`src/rtl/vga_pkg.sv`:
```
// Shared timing constants and types for the VGA scan-out stage.
// Defaults describe 640x480@60 driven from a 320x240 indexed frame buffer.
package vga_pkg;

   localparam int H_TOTAL      = 800;
   localparam int V_TOTAL      = 525;
   localparam int H_SYNC_START = 656;
   localparam int H_SYNC_END   = 751;
   localparam int V_SYNC_START = 490;
   localparam int V_SYNC_END   = 491;

   localparam int FB_W  = 320;
   localparam int FB_H  = 240;
   localparam int FB_AW = 17;

   typedef enum logic {SWP_IDLE, SWP_PENDING} swap_state_t;

endpackage

```
`src/rtl/vga_scanout_sync_delay.sv`:
```
// N-stage shift register with a configurable reset value.
// It keeps the sync and blank controls in step with the palette mapper pipeline.
module sync_delay #(
   parameter int             W       = 1,
   parameter int             N       = 2,
   parameter logic [W-1:0]   RST_VAL = '0
) (
   input  logic         Clk,
   input  logic         Reset_n,
   input  logic [W-1:0] d,
   output logic [W-1:0] q
);

   logic [W-1:0] stages [N];

   always_ff @(posedge Clk or negedge Reset_n) begin
      if (!Reset_n) begin
         for (int i = 0; i < N; i++) stages[i] <= RST_VAL;
      end else begin
         stages[0] <= d;
         for (int i = 1; i < N; i++) stages[i] <= stages[i-1];
      end
   end

   assign q = stages[N-1];

endmodule

```
`src/rtl/vga_scanout.sv`:
```
// VGA timing generator and frame-buffer scan-out with 2x pixel/line doubling.
// Front/back bank swaps happen on the last clock of the visible frame.
module vga_scanout #(
   parameter int H_ACTIVE = 640,
   parameter int H_FP     = 16,
   parameter int H_SYNC   = 96,
   parameter int H_BP     = 48,
   parameter int V_ACTIVE = 480,
   parameter int V_FP     = 10,
   parameter int V_SYNC   = 2,
   parameter int V_BP     = 33,
   parameter int FB_W     = vga_pkg::FB_W,
   parameter int FB_H     = vga_pkg::FB_H,
   parameter int FB_AW    = vga_pkg::FB_AW,
   parameter int PIPE_DLY = 3
) (
   input  logic           Clk,
   input  logic           Reset_n,
   output logic [FB_AW:0] fb_rd_addr,
   input  logic [7:0]     fb_rd_data,
   output logic [7:0]     draw_color,
   output logic           VGA_HS,
   output logic           VGA_VS,
   output logic           VGA_BLANK_N,
   input  logic           swap_req,
   output logic           swap_ack,
   output logic           front_sel,
   output logic           vblank,
   output logic           swap_state
);

   import vga_pkg::*;

   localparam logic [9:0] H_ACT      = 10'(H_ACTIVE);
   localparam logic [9:0] V_ACT      = 10'(V_ACTIVE);
   localparam logic [9:0] H_LAST     = 10'(H_ACTIVE + H_FP + H_SYNC + H_BP - 1);
   localparam logic [9:0] V_LAST     = 10'(V_ACTIVE + V_FP + V_SYNC + V_BP - 1);
   localparam logic [9:0] V_ACT_LAST = 10'(V_ACTIVE - 1);
   localparam logic [9:0] HS_START   = 10'(H_ACTIVE + H_FP);
   localparam logic [9:0] HS_STOP    = 10'(H_ACTIVE + H_FP + H_SYNC - 1);
   localparam logic [9:0] VS_START   = 10'(V_ACTIVE + V_FP);
   localparam logic [9:0] VS_STOP    = 10'(V_ACTIVE + V_FP + V_SYNC - 1);

   logic [9:0]       hc;
   logic [9:0]       vc;
   logic [FB_AW-1:0] line_base;
   swap_state_t      state;
   logic             swap_fired;
   logic             active;
   logic             active_d2;
   logic             hs_n;
   logic             vs_n;
   logic             end_line;
   logic             end_frame;
   logic [2:0]       sync_q;

   assign end_line  = (hc == H_LAST);
   assign end_frame = end_line && (vc == V_ACT_LAST);
   assign active    = (hc < H_ACT) && (vc < V_ACT);
   assign hs_n      = !((hc >= HS_START) && (hc <= HS_STOP));
   assign vs_n      = !((vc >= VS_START) && (vc <= VS_STOP));
   assign vblank    = (vc >= V_ACT);

   // line_base tracks (vc/2)*FB_W incrementally, stepping after each odd line.
   always_ff @(posedge Clk or negedge Reset_n) begin
      if (!Reset_n) begin
         hc        <= '0;
         vc        <= '0;
         line_base <= '0;
      end else if (end_line) begin
         hc <= '0;
         if (vc == V_LAST) begin
            vc        <= '0;
            line_base <= '0;
         end else begin
            vc <= vc + 10'd1;
            if (vc[0] && (vc < V_ACT_LAST)) line_base <= line_base + FB_AW'(FB_W);
         end
      end else begin
         hc <= hc + 10'd1;
      end
   end

   always_ff @(posedge Clk or negedge Reset_n) begin
      if (!Reset_n)    fb_rd_addr <= '0;
      else if (active) fb_rd_addr <= {front_sel, line_base + FB_AW'(hc[9:1])};
   end

   // A request landing on the swap clock itself is served without visiting PENDING.
   always_ff @(posedge Clk or negedge Reset_n) begin
      if (!Reset_n) begin
         state      <= SWP_IDLE;
         front_sel  <= 1'b0;
         swap_fired <= 1'b0;
         swap_ack   <= 1'b0;
      end else begin
         swap_fired <= 1'b0;
         swap_ack   <= swap_fired;
         case (state)
            SWP_IDLE: begin
               if (swap_req) begin
                  if (end_frame) begin
                     front_sel  <= ~front_sel;
                     swap_fired <= 1'b1;
                  end else begin
                     state <= SWP_PENDING;
                  end
               end
            end
            SWP_PENDING: begin
               if (end_frame) begin
                  front_sel  <= ~front_sel;
                  swap_fired <= 1'b1;
                  state      <= SWP_IDLE;
               end
            end
            default: state <= SWP_IDLE;
         endcase
      end
   end

   assign swap_state = (state == SWP_PENDING);

   sync_delay #(.W(3), .N(PIPE_DLY), .RST_VAL(3'b110)) u_sync_dly (
      .Clk     (Clk),
      .Reset_n (Reset_n),
      .d       ({hs_n, vs_n, active}),
      .q       (sync_q)
   );

   assign VGA_HS      = sync_q[2];
   assign VGA_VS      = sync_q[1];
   assign VGA_BLANK_N = sync_q[0];

   sync_delay #(.W(1), .N(PIPE_DLY - 1), .RST_VAL(1'b0)) u_active_dly (
      .Clk     (Clk),
      .Reset_n (Reset_n),
      .d       (active),
      .q       (active_d2)
   );

   assign draw_color = active_d2 ? fb_rd_data : 8'd0;

endmodule
```
`config.mk`:
```
export PLATFORM = sky130hd
export DESIGN_NAME = vga_scanout
export DESIGN_NICKNAME = d
export VERILOG_FILES = /design/src/rtl/vga_pkg.sv /design/src/rtl/vga_scanout_sync_delay.sv /design/src/rtl/vga_scanout.sv
export SDC_FILE = /design/constraint.sdc
export NUM_CORES = 1
export LEC_CHECK = 0
export ABC_CLOCK_PERIOD_IN_PS = 3200
export CORE_MARGIN = 4
export CORE_UTILIZATION = 54
export DETAILED_ROUTE_END_ITERATION = 6
export GPL_ROUTABILITY_DRIVEN = 0
export PLACE_DENSITY = 0.91
export SLEW_MARGIN = 20
export SYNTH_ARGS = -nofsm -noshare
export SYNTH_HDL_FRONTEND = slang
export SYNTH_SLANG_ARGS = --single-unit
```
`constraint.sdc`:
```
create_clock -name Clk -period 3.2 [get_ports Clk]
set_clock_uncertainty 0.05 [all_clocks]
set_input_delay 0.8 -clock Clk [delete_from_list [all_inputs] [get_ports Clk]]
set_output_delay 0.8 -clock Clk [all_outputs]
set_load 0.03 [all_outputs]
```
Word level (Yosys, flattened, before mapping). Cells that the tools add are included.

Word-level logic and storage cells: 54. Register bits after elaboration: 70. Output and inout bits: 33. Bits of input ports: 11.

Mux-type cells: 14. Order comparisons: 8. Reductions and logical operators: 9. $add $sub $neg: 4. Bitwise operators: 2. Equal/unequal tests: 4.

Operator list (count): $mux W17 (2); $add A10 B1 Y10 const B (2); $eq A10 B10 Y1 const B (2); $ge A10 B9 Y1 const B (2); $lt A10 B9 Y1 const B (2); $mux W10 (2); $add A17 B9 Y17 (1); $add A17 B9 Y17 const B (1); $eq A10 B9 Y1 const B (1); $ge A10 B10 Y1 const B (1); $le A10 B10 Y1 const B (1); $le A10 B9 Y1 const B (1); $lt A10 B10 Y1 const B (1); $mux W8 (1); $mux W1 (6); $pmux W1 S2 (3); $logic_and A1 B1 Y1 (5); $logic_not A1 Y1 (2); $ne A2 B2 Y1 const B (1); $not A1 Y1 (2); $reduce_and A2 Y1 (1); $reduce_bool A2 Y1 (1).

Logic depth before layout (Yosys ltp).
Depth after elaboration: 5. Mapped depth: 8.

Hierarchy. Synthesis repeated with hierarchy kept, for this count alone.

Cell total of the unflattened synthesis: 293. Area total of the unflattened synthesis: 3094.2 µm².

By module, submodules not included: vga_scanout (cells an instance 279, area each 2788.9 µm², sequential area each 1326.3 µm², times used 1); sync_delay at u_sync_dly (cells an instance 12, area each 255.2 µm², sequential area each 232.7 µm², times used 1); sync_delay at u_active_dly (cells an instance 2, area each 50.0 µm², sequential area each 50.0 µm², times used 1).

Worst setup path after synthesis. Ideal clock, no wire load.

Kind: flip-flop to flip-flop. From: reg hc[6]. To: reg line_base[14]. Data required time: 3081 ps. Cell stages (with the launch flop): 7. Period minus slack after synthesis: 2470 ps. Arrival time: 2352 ps. Buffers on the path: 1. Slack: 730 ps. Cell sequence: dfrtp_1 > or4b_4 > or3_1 > clkbuf_2 > or3_4 > or4b_1 > nand3_1.

Word-level cells in the longest chain between the ends: 2.

Ends and longest elaborated chain: start, declared (RTL line vga_scanout.sv:44) `logic [9:0] hc;`; start signal, assigned (RTL line vga_scanout.sv:80) `hc <= hc + 10'd1;`; $eq A10 B10 Y1 (RTL line vga_scanout.sv:57) `assign end_line = (hc == H_LAST);`; $reduce_and A2 Y1 (no line); end signal, assigned (RTL line vga_scanout.sv:77) `if (vc[0] && (vc < V_ACT_LAST)) line_base <= line_base + FB_AW'(FB_W);`; end, declared (RTL line vga_scanout.sv:46) `logic [FB_AW-1:0] line_base;`.

No other way between the ends. A chain may end at the register's enable or synchronous reset.

Final worst setup path.
From: in fb_rd_data[0]. To: out draw_color[0].

Word-level cells in the longest chain between the ends: 1.

Ends and longest elaborated chain: start, declared (RTL line vga_scanout.sv:20) `input logic [7:0] fb_rd_data,`; $mux W8 (RTL line vga_scanout.sv:142) `assign draw_color = active_d2 ? fb_rd_data : 8'd0;`; end, declared (RTL line vga_scanout.sv:21) `output logic [7:0] draw_color,`.

No other way between the ends.

==> impl_metrics.csv <==
group,metric,value,unit
status,status,"finished, final reports clean",
setup_path,path_class,"input port to output port",
yosys,synth-async-reset-ratio,1.00,
routing,wl_met1,2.52,mm
timing,relSlewSlack,0.356,
clock_tree,holdBufCountCts,0,
power_and_ir_drop,internal_power,0.00119,W
clock_tree,cts_buffers,9,
layout,multi_input_area,1270,um2
routing,dr.pass1.iters,5,
floorplanning,initial_utilization,0.561,
layout,drive_above_1_share,0.0973,
timing,fin_crit,2.90,ns
setup_path,r2r_start,"hc[6]$_DFF_PN0_",
run,cap_violations,0,
timing,rsz0062_at_grt,"false",
yosys,synth-main-ff-cell,"dfrtp_1",
timing,tns,0,ns
min_path,hp-class,"register to register",
setup_path,cp.arrival,2.05,ns
routing,drt_iter0_drc,243,
routing,wire_per_inst,15.3,um
place,io_buffers,43,
yosys,avgSynthCellArea,10.1,um2
yosys,yosysWarnings,0,
floorplanning,dieWidth,81.3,um
floorplanning,die_h,81.3,um
yosys,synth_nets,308,
power_and_ir_drop,ir_drop,0.252,mV
routing,wl_met3,492,um
place,hpwl,4.28,mm
min_path,hp-start,"swap_fired$_DFF_PN0_",
timing,fmax,0.345,GHz
routing,topRoutingLayerUsed,"met4",
yosys,synth_edf_count,0,
routing,drc_errors,0,
global_routing,grt_max_degree,32,
clock_tree,post-cts-setup-buffer-count,0,
yosys,synth_top_area_frac,0.483,
setup_path,cp_cell_sequence,"clkdlybuf4s50_1 -> and2_1 -> clkdlybuf4s50_1",
power_and_ir_drop,comb_power_share,0.039,
power_and_ir_drop,clock_power_share,0.447,
power_and_ir_drop,switching_power,0.000340,W
timing,finalMaxSlewViolations,0,
yosys,post-synth-top-area-cell,"dfrtp_1",
floorplanning,rows,26,
global_routing,grt_pass1_vias,2224,
place,placed_area,3400,um2
layout,fill_cells,366,
layout,instances_no_fill,409,
yosys,synth_area,2900,um2
routing,via_count,2352,
power_and_ir_drop,swShare,0.223,
power_and_ir_drop,power.share.sequential,0.515,
floorplanning,die_area,6610,um2
routing,wl_met2,3.07,mm
layout,layout_common_cells,"dfrtp_1 (56), nand2_1 (42), clkdlybuf4s50_1 (42), o21ai_0 (23), nor2_1 (20)",
layout,area_delta_synth_final,24.0,%
setup_path,critPathMaxFanout,1,
floorplanning,pin_count,44,
clock_tree,clk_latency,0.34,ns
timing,tightest_slew,0.964,ns
global_routing,antenna_found_initial,0,
clock_tree,cts.htree.levels,3,
routing,wirelength,6.26,mm
global_routing,grt_usage,0.215,
yosys,syn_inst,288,
routing,ant_nets,0,
power_and_ir_drop,p_leak,1.54,nW
yosys,ys_ff_latch,62,
layout,stdcell_area,3600,um2
clock_tree,clkTransAtPathRegs,0.07,ns
floorplanning,coreArea,5170,um2
power_and_ir_drop,p_total,0.00153,W
min_path,holdPathStages,0,
routing,vias_per_cell,5.75,
global_routing,gr-total-overflow,0,
clock_tree,clk_path_buf_depth,2,
clock_tree,clock-root-buffer,"clkbuf_8",
setup_path,reg2regPathDepth,5,
setup_path,critPathSlowestCell,"clkdlybuf4s50_1",
global_routing,grt_pass1_wl,10.5,mm
setup_path,endpoint_kind,"output port",
place,placed_cells,393,
timing,whs,0.299,ns
yosys,ys_seq_area_frac,0.537,
yosys,yosysUniqueCellTypes,39,
clock_tree,cts_tree,"done",
setup_path,crit_required,2.35,ns
timing,min_period_over_period,0.905,
setup_path,path_common_cell,"clkdlybuf4s50_1",
layout,final_common_cell,"dfrtp_1",
layout,final-seq-area,1560,um2
setup_path,worstSetupStartpoint,"fb_rd_data[0]",
clock_tree,clock_sinks,62,
setup_path,slowest_delay,0.66,ns
timing,setup_viol,0,
clock_tree,cts_resized,0,
layout,diodes,0,
yosys,synth_area_leaders,"dfrtp_1 (48%), dfstp_2 (5.4%), nand2_1 (5.4%), xnor2_1 (4.2%), o21ai_0 (4.0%)",
timing,timing.final.hold_violations,0,
power_and_ir_drop,powerDensity,425,nW/um2
setup_path,start_kind,"input port",
layout,fin_nets,354,
-- per-stage QoR --
stage	utilization	worst slack [ns]
CTS	0.696	0.303
global placement	0.657	0.306
global route	0.696	0.268
detailed placement	0.657	0.308
floorplan	-	0.730
finish	0.696	0.304
-- metal layers --
| metal | vias up | GRT usage |
|---|---|---|
| li1 | 1092 | - |
| met1 | 1133 | 0.257 |
| met2 | 109 | 0.352 |
| met3 | 18 | 0.0543 |
| met4 | 0 | 0.120 |
| met5 | - | 0 |
-- area by class of cell --
| type | instances | area share |
|---|---|---|
| sequential | 62 | 0.433 |
| multi-input combinational | 206 | 0.352 |
| timing repair buffer | 47 | 0.127 |
| clock buffer | 10 | 0.0382 |
| tap | 70 | 0.0243 |
| clock inverter | 6 | 0.0170 |
| inverter | 8 | 0.00834 |
-- worst max-delay path: cells and delay by family --
family | cells | cell delay [ns]
buffers and inverters | 2 | 1.13
and+or+nand+nor | 1 | 0.12
-- synth_stat cells (5+ instances only) --
library cell,n
nor3_1,5
and2_1,9
nand2_1,42
inv_1,8
dfrtp_1,56
nor2_1,20
a21o_1,5
nand3_1,17
clkbuf_1,11
xor2_1,10
ha_1,9
o21ai_0,23
dfstp_2,6
xnor2_1,14
nand4_1,10
-- path summary, 6_finish.rpt --
path	slack, ns	endpoint
min in group asynchronous	0.42	front_sel$_DFFE_PN0P_
setup reg to reg	0.40	front_sel$_DFFE_PN0P_
hold / removal	0.30	swap_ack$_DFF_PN0_
max in group asynchronous	1.93	u_sync_dly.stages[5]$_DFF_PN1_
hold reg to reg	0.30	swap_ack$_DFF_PN0_
setup / recovery	0.30	draw_color[0]
-- state kept, by name, summed over array words and instances (netlist names) --
| signal | count |
|---|---|
| u_sync_dly.stages | 6 |
| swap_ack | 1 |
| hc | 10 |
| swap_state | 1 |
| vc | 10 |
| line_base | 11 |
| swap_fired | 1 |
| u_sync_dly.q | 3 |
| front_sel | 1 |
| fb_rd_addr | 18 |
-- cell families after synthesis --
logic type,count (synthesis),synth area share
AND/OR/NAND/NOR,126,0.219
AO/OA/AOI/OAI,43,0.0914
flip-flops,62,0.537
buffers and inverters,20,0.0263
multiplexers,4,0.0155
adder cells (fa/ha/maj),9,0.0388
XOR/XNOR,24,0.0724
-- power groups by stage --
stage / logic (W) / registers (W) / clock network (W)
2_1_floorplan: 0.0000156 / 0.000803 / 0
3_3_place_gp: 0.0000593 / 0.000801 / 0
3_5_place_dp: 0.0000605 / 0.000801 / 0
4_1_cts: 0.0000605 / 0.000786 / 0.000698
5_1_grt: 0.0000642 / 0.000786 / 0.000732
6_report: 0.0000589 / 0.000786 / 0.000683
(Power assumes the default switching activity.)
